===== src/rtl/bist_misr_compactor_if.sv =====
// Handshake and result bundle between the pattern source and the MISR compactor.
// The master drives the run request, words and golden value; the slave returns status and signature.
interface bist_misr_compactor_if #(
    parameter int WIDTH      = 4,
    parameter int N_PATTERNS = 15
);
    localparam int CW = $clog2(N_PATTERNS + 1);

    logic             start;
    logic             pat_valid;
    logic [WIDTH-1:0] pat_data;
    logic [WIDTH-1:0] golden;
    logic             pat_ready;
    logic             busy;
    logic             done;
    logic             pass;
    logic [WIDTH-1:0] signature;
    logic [CW-1:0]    pat_count;

    modport master (
        output start, pat_valid, pat_data, golden,
        input  pat_ready, busy, done, pass, signature, pat_count
    );

    modport slave (
        input  start, pat_valid, pat_data, golden,
        output pat_ready, busy, done, pass, signature, pat_count
    );
endinterface


===== src/rtl/bist_misr_compactor.sv =====
// MISR response compactor: folds N_PATTERNS words into a signature after a start pulse,
// then reports done and whether the final signature matches the golden value.
module bist_misr_compactor #(
    parameter int               WIDTH      = 4,
    parameter logic [WIDTH-1:0] POLY       = 4'b0011,
    parameter logic [WIDTH-1:0] SEED       = 4'h0,
    parameter int               N_PATTERNS = 15
) (
    input  logic                  clk,
    input  logic                  rst_n,
    bist_misr_compactor_if.slave  bus
);
    localparam int CW = $clog2(N_PATTERNS + 1);

    typedef enum logic [1:0] {
        IDLE,
        RUN,
        DONE
    } state_t;

    state_t           r_state;
    logic [WIDTH-1:0] r_sig;
    logic [CW-1:0]    r_count;
    logic             r_busy;
    logic             r_done;
    logic             r_pass;

    logic [WIDTH-1:0] w_sigNext;
    logic             w_last;

    // Shift left, fold the outgoing msb back through the taps, then mix in the new word.
    assign w_sigNext = {r_sig[WIDTH-2:0], 1'b0} ^ (r_sig[WIDTH-1] ? POLY : '0) ^ bus.pat_data;
    assign w_last    = (r_count == CW'(N_PATTERNS - 1));

    always_ff @(posedge clk or negedge rst_n) begin
        if (!rst_n) begin
            r_state <= IDLE;
            r_sig   <= SEED;
            r_count <= '0;
            r_busy  <= 1'b0;
            r_done  <= 1'b0;
            r_pass  <= 1'b0;
        end else begin
            case (r_state)
                IDLE, DONE: begin
                    if (bus.start) begin
                        r_state <= RUN;
                        r_sig   <= SEED;
                        r_count <= '0;
                        r_busy  <= 1'b1;
                        r_done  <= 1'b0;
                        r_pass  <= 1'b0;
                    end
                end
                RUN: begin
                    // The verdict is latched on the edge that absorbs the final word.
                    if (bus.pat_valid) begin
                        r_sig   <= w_sigNext;
                        r_count <= r_count + CW'(1);
                        if (w_last) begin
                            r_state <= DONE;
                            r_busy  <= 1'b0;
                            r_done  <= 1'b1;
                            r_pass  <= (w_sigNext == bus.golden);
                        end
                    end
                end
                default: r_state <= IDLE;
            endcase
        end
    end

    assign bus.pat_ready = r_busy;
    assign bus.busy      = r_busy;
    assign bus.done      = r_done;
    assign bus.pass      = r_pass;
    assign bus.signature = r_sig;
    assign bus.pat_count = r_count;
endmodule


===== src/flat_wrapper.sv =====
// flat-port wrapper written by rule: the top's interface ports become plain ports
module bist_misr_compactor_flat 
#(
    parameter int               WIDTH      = 4,
    parameter logic [WIDTH-1:0] POLY       = 4'b0011,
    parameter logic [WIDTH-1:0] SEED       = 4'h0,
    parameter int               N_PATTERNS = 15
)
  (clk, rst_n, bus_start, bus_pat_valid, bus_pat_data, bus_golden, bus_pat_ready, bus_busy, bus_done, bus_pass, bus_signature, bus_pat_count);
  bist_misr_compactor_if #(.WIDTH(WIDTH), .N_PATTERNS(N_PATTERNS)) bus_i ();
  input  logic clk;
  input  logic rst_n;
  input wire logic [$bits(bus_i.start)-1:0] bus_start;
  input wire logic [$bits(bus_i.pat_valid)-1:0] bus_pat_valid;
  input wire logic [$bits(bus_i.pat_data)-1:0] bus_pat_data;
  input wire logic [$bits(bus_i.golden)-1:0] bus_golden;
  output wire logic [$bits(bus_i.pat_ready)-1:0] bus_pat_ready;
  output wire logic [$bits(bus_i.busy)-1:0] bus_busy;
  output wire logic [$bits(bus_i.done)-1:0] bus_done;
  output wire logic [$bits(bus_i.pass)-1:0] bus_pass;
  output wire logic [$bits(bus_i.signature)-1:0] bus_signature;
  output wire logic [$bits(bus_i.pat_count)-1:0] bus_pat_count;
  assign bus_i.start = bus_start;
  assign bus_i.pat_valid = bus_pat_valid;
  assign bus_i.pat_data = bus_pat_data;
  assign bus_i.golden = bus_golden;
  assign bus_pat_ready = bus_i.pat_ready;
  assign bus_busy = bus_i.busy;
  assign bus_done = bus_i.done;
  assign bus_pass = bus_i.pass;
  assign bus_signature = bus_i.signature;
  assign bus_pat_count = bus_i.pat_count;
  bist_misr_compactor #(.WIDTH(WIDTH), .POLY(POLY), .SEED(SEED), .N_PATTERNS(N_PATTERNS)) u_core (.clk(clk), .rst_n(rst_n), .bus(bus_i));
endmodule

===== config.mk =====
export PLATFORM = sky130hd
export DESIGN_NAME = bist_misr_compactor_flat
export DESIGN_NICKNAME = d
export VERILOG_FILES = /design/src/rtl/bist_misr_compactor_if.sv /design/src/rtl/bist_misr_compactor.sv /design/src/flat_wrapper.sv
export SDC_FILE = /design/constraint.sdc
export NUM_CORES = 1
export LEC_CHECK = 0
export BUFFER_PORTS_ARGS = -buffer_cell sky130_fd_sc_hd__buf_2
export CAP_MARGIN = 20
export CORE_AREA = 3 3 40 42
export CTS_BUF_LIST = sky130_fd_sc_hd__clkbuf_8
export CTS_CLUSTER_DIAMETER = 80
export DETAILED_ROUTE_END_ITERATION = 10
export DIE_AREA = 0 0 43 45
export PLACE_DENSITY_LB_ADDON = 0.08
export SYNTH_ARGS = -nofsm -noshare
export SYNTH_HDL_FRONTEND = slang
export SYNTH_SLANG_ARGS = --single-unit

===== constraint.sdc =====
create_clock -name clk -period 2.5 [get_ports clk]
set_input_delay 0.5 -clock clk [delete_from_list [all_inputs] [get_ports clk]]
set_output_delay 0.5 -clock clk [all_outputs]
set_load 0.01 [all_outputs]

==> metrics <==
status finished clean; Post-Synthesis Cells between 60 and 70; Final Cycle Share 0.597; clock transition time at the flip-flop clock pins of the worst setup and hold paths approximately 0.050 ns; Iter 0 DRT Violations 12; Adder-Cell Fraction of Synth Area 0.0358; average wire per cell in the routed design 14.4 um; global placer's final weighted congestion approximately 0.73; # resized after CTS 0; Clock Sinks 13; slew margin rel. 0.778; Initial Util 0.543; ANT cells 0; Gate power share 0.434; HP Class input pin to async pin; Setup CP Type register to register; largest net degree at the start of global routing 15; Die X roughly 43 um; H-tree Lvls 1; Slew @ Worst Pin 0.333 ns; XOR/XNOR share of the synthesized area 0.192; PortBufs 23; # fillers about 110; Final Skew ~0.00098 ns; area grow syn2layout 23.3%; CORE AREA 1280 um^2; most frequent cells in the layout buf_2 (23), dfrtp_1 (13), o21ai_0 (9); largest family of logic cells by synthesized area XOR/XNOR gates; Clock power frac 0.178; Final Util 0.670; die area between 1500 and 2000 um^2; Post-layout nets ~100; clk_lat worst skew 0.24 ns; cell area after synthesis approximately 700 um^2; cts bufs inserted 3; CP Data Required Time about 2.6 ns; clock buffer depth 2; total wire length approximately 1500 um; Final setup viols 0; post-synthesis mux area share 0; HPWL after detailed placement around 1100 um; I/O Pins 24; R2R Setup Slk 1.01 ns; Power Dens Cells 1180 nW/um^2; fmax ~670 MHz; Multi-input gate area roughly 350 um^2; Hold Fails Final Rpt 0; GRT Total Usage 0.175; share of cells above drive strength 1 0.314; syn_nets 76; Routed Antenna Nets 0; most common cell after layout, fill and taps aside buf_2; Critical Path End Type register; Rows 13; sequential area share after synthesis 0.466; Internal Pwr Total between 0.0006 and 0.0007 W; die height between 40 and 50 um; vias per inst approximately 5.3; hold buffers post-CTS 0; gr ovfl total 0; Syn Area/Cell roughly 11 um^2; sequential power share 0.388; RSZ-0062 raised after global routing false; Register Area roughly 330 um^2; Setup TNS 0 ns; vias in the first global route 489; Seq cells post-synth 13; post-synth cell types 25; CTS tree built; initial antenna violation count 0; YS warnings 0; Slew Viols, Final 0; Post-CTS Setup Inserts 0; post-synthesis compound-gate area fraction 0.104; Startpoint Class register; worst vdd ir roughly 740 uV; Psw ~0.00038 W; first-pass GRT wire length 2330 um; Worst Path Max Fanout 6; Leakage 0.448 nW; WP data arrival approximately 1.6 ns; Tmin final 1.49 ns; max-cap viol count 0; root buf cell clkbuf_8; vias ~530; # DRC 0; post-synthesis simple-gate area fraction 0.168; Sw Ratio 0.371; First-pass DRT Iterations 4
state kept, by name, indices dropped and copies added (netlist names):
name / cells
u_core.bus.busy: 1
u_core.bus.done: 1
u_core.r_state: 2
u_core.bus.pass: 1
u_core.bus.pat_count: 4
u_core.bus.signature: 4
stage by stage:
stage          power [W]  setup slack, ns  hold slack (ns)  cell area (um^2)  instances
2_1_floorplan   0.000689             1.15            0.204               698         62
3_3_place_gp    0.000818             1.07            0.402               816         97
3_5_place_dp    0.000843             1.02            0.400               816         97
4_1_cts          0.00103            0.989            0.136               861        101
5_1_grt          0.00109            0.878            0.144               861        101
6_report         0.00102             1.01            0.136               861        101
area by class of cell:
class | count | area share
clock buffer | 3 | 0.0480
inverter | 2 | 0.00872
timing repair buffer | 23 | 0.134
multi-input combinational | 44 | 0.406
sequential | 13 | 0.378
clock inverter | 1 | 0.00436
tap | 15 | 0.0218
routing by layer:
| metal | global-route usage | share of wire | up-vias |
|---|---|---|---|
| met5 | 0 | 0 | - |
| met4 | 0.108 | 0.032 | 0 |
| met3 | 0.0717 | 0.057 | 6 |
| met2 | 0.269 | 0.49 | 16 |
| met1 | 0.205 | 0.42 | 245 |
| li1 | - | - | 265 |
worst max-delay path: stages, from the launching register on:
cell     delay (ns)
dfrtp_1        0.43
inv_1          0.08
ha_1           0.15
nand4_1        0.15
or2_1          0.31
o31ai_1        0.27
Yosys cell counts:
master	n	area, um^2
nor2_1	1	3.75
nand2_1	2	7.51
a21oi_1	1	5.00
o21a_1	1	7.51
buf_4	1	7.51
or2_1	1	6.26
nand2b_1	2	12.5
dfrtp_1	13	325
o211ai_1	1	7.51
inv_1	2	7.51
o21ai_0	9	45.0
nand3b_2	1	11.3
ha_1	2	25.0
nand3_1	8	40.0
buf_2	1	5.00
o31ai_1	1	7.51
or2b_1	1	7.51
xnor3_1	4	90.1
xnor2_1	4	35.0
nand4b_1	1	8.76
or3_1	1	6.26
clkbuf_1	1	3.75
nand4_1	1	6.26
and2b_1	1	7.51
xor2_1	1	8.76
path summary, 6_finish.rpt:
check,from,end,cells after the start
worst max register to register,u_core.bus.pat_count[0]$_DFFE_PN0P_,u_core.bus.pass$_DFFE_PN0P_,5
worst min register to register,u_core.bus.done$_DFFE_PN0P_,u_core.bus.done$_DFFE_PN0P_,2
max in group asynchronous,rst_n,u_core.r_state[0]$_DFFE_PN0P_,1
min in group clk,u_core.bus.done$_DFFE_PN0P_,u_core.bus.done$_DFFE_PN0P_,2
worst min-delay path,rst_n,u_core.bus.pat_count[3]$_DFFE_PN0P_,1
worst max-delay path,u_core.bus.pat_count[0]$_DFFE_PN0P_,u_core.bus.pass$_DFFE_PN0P_,5
power groups by stage:
stage,Clock [W],Sequential (W),Combinational [W]
after global placement,0,0.000386,0.000432
final,0.000181,0.000394,0.000440
after floorplan,0,0.000415,0.000273
after detailed placement,0,0.000396,0.000447
after global routing,0.000195,0.000411,0.000484
after CTS,0.000184,0.000394,0.000448
logic make-up after synthesis:
logic type,after synthesis
compound gates,13
xor+xnor,9
fa+ha+maj,2
buf+inv,5
flops,13
simple gates,20
(Power assumes the default switching activity.)
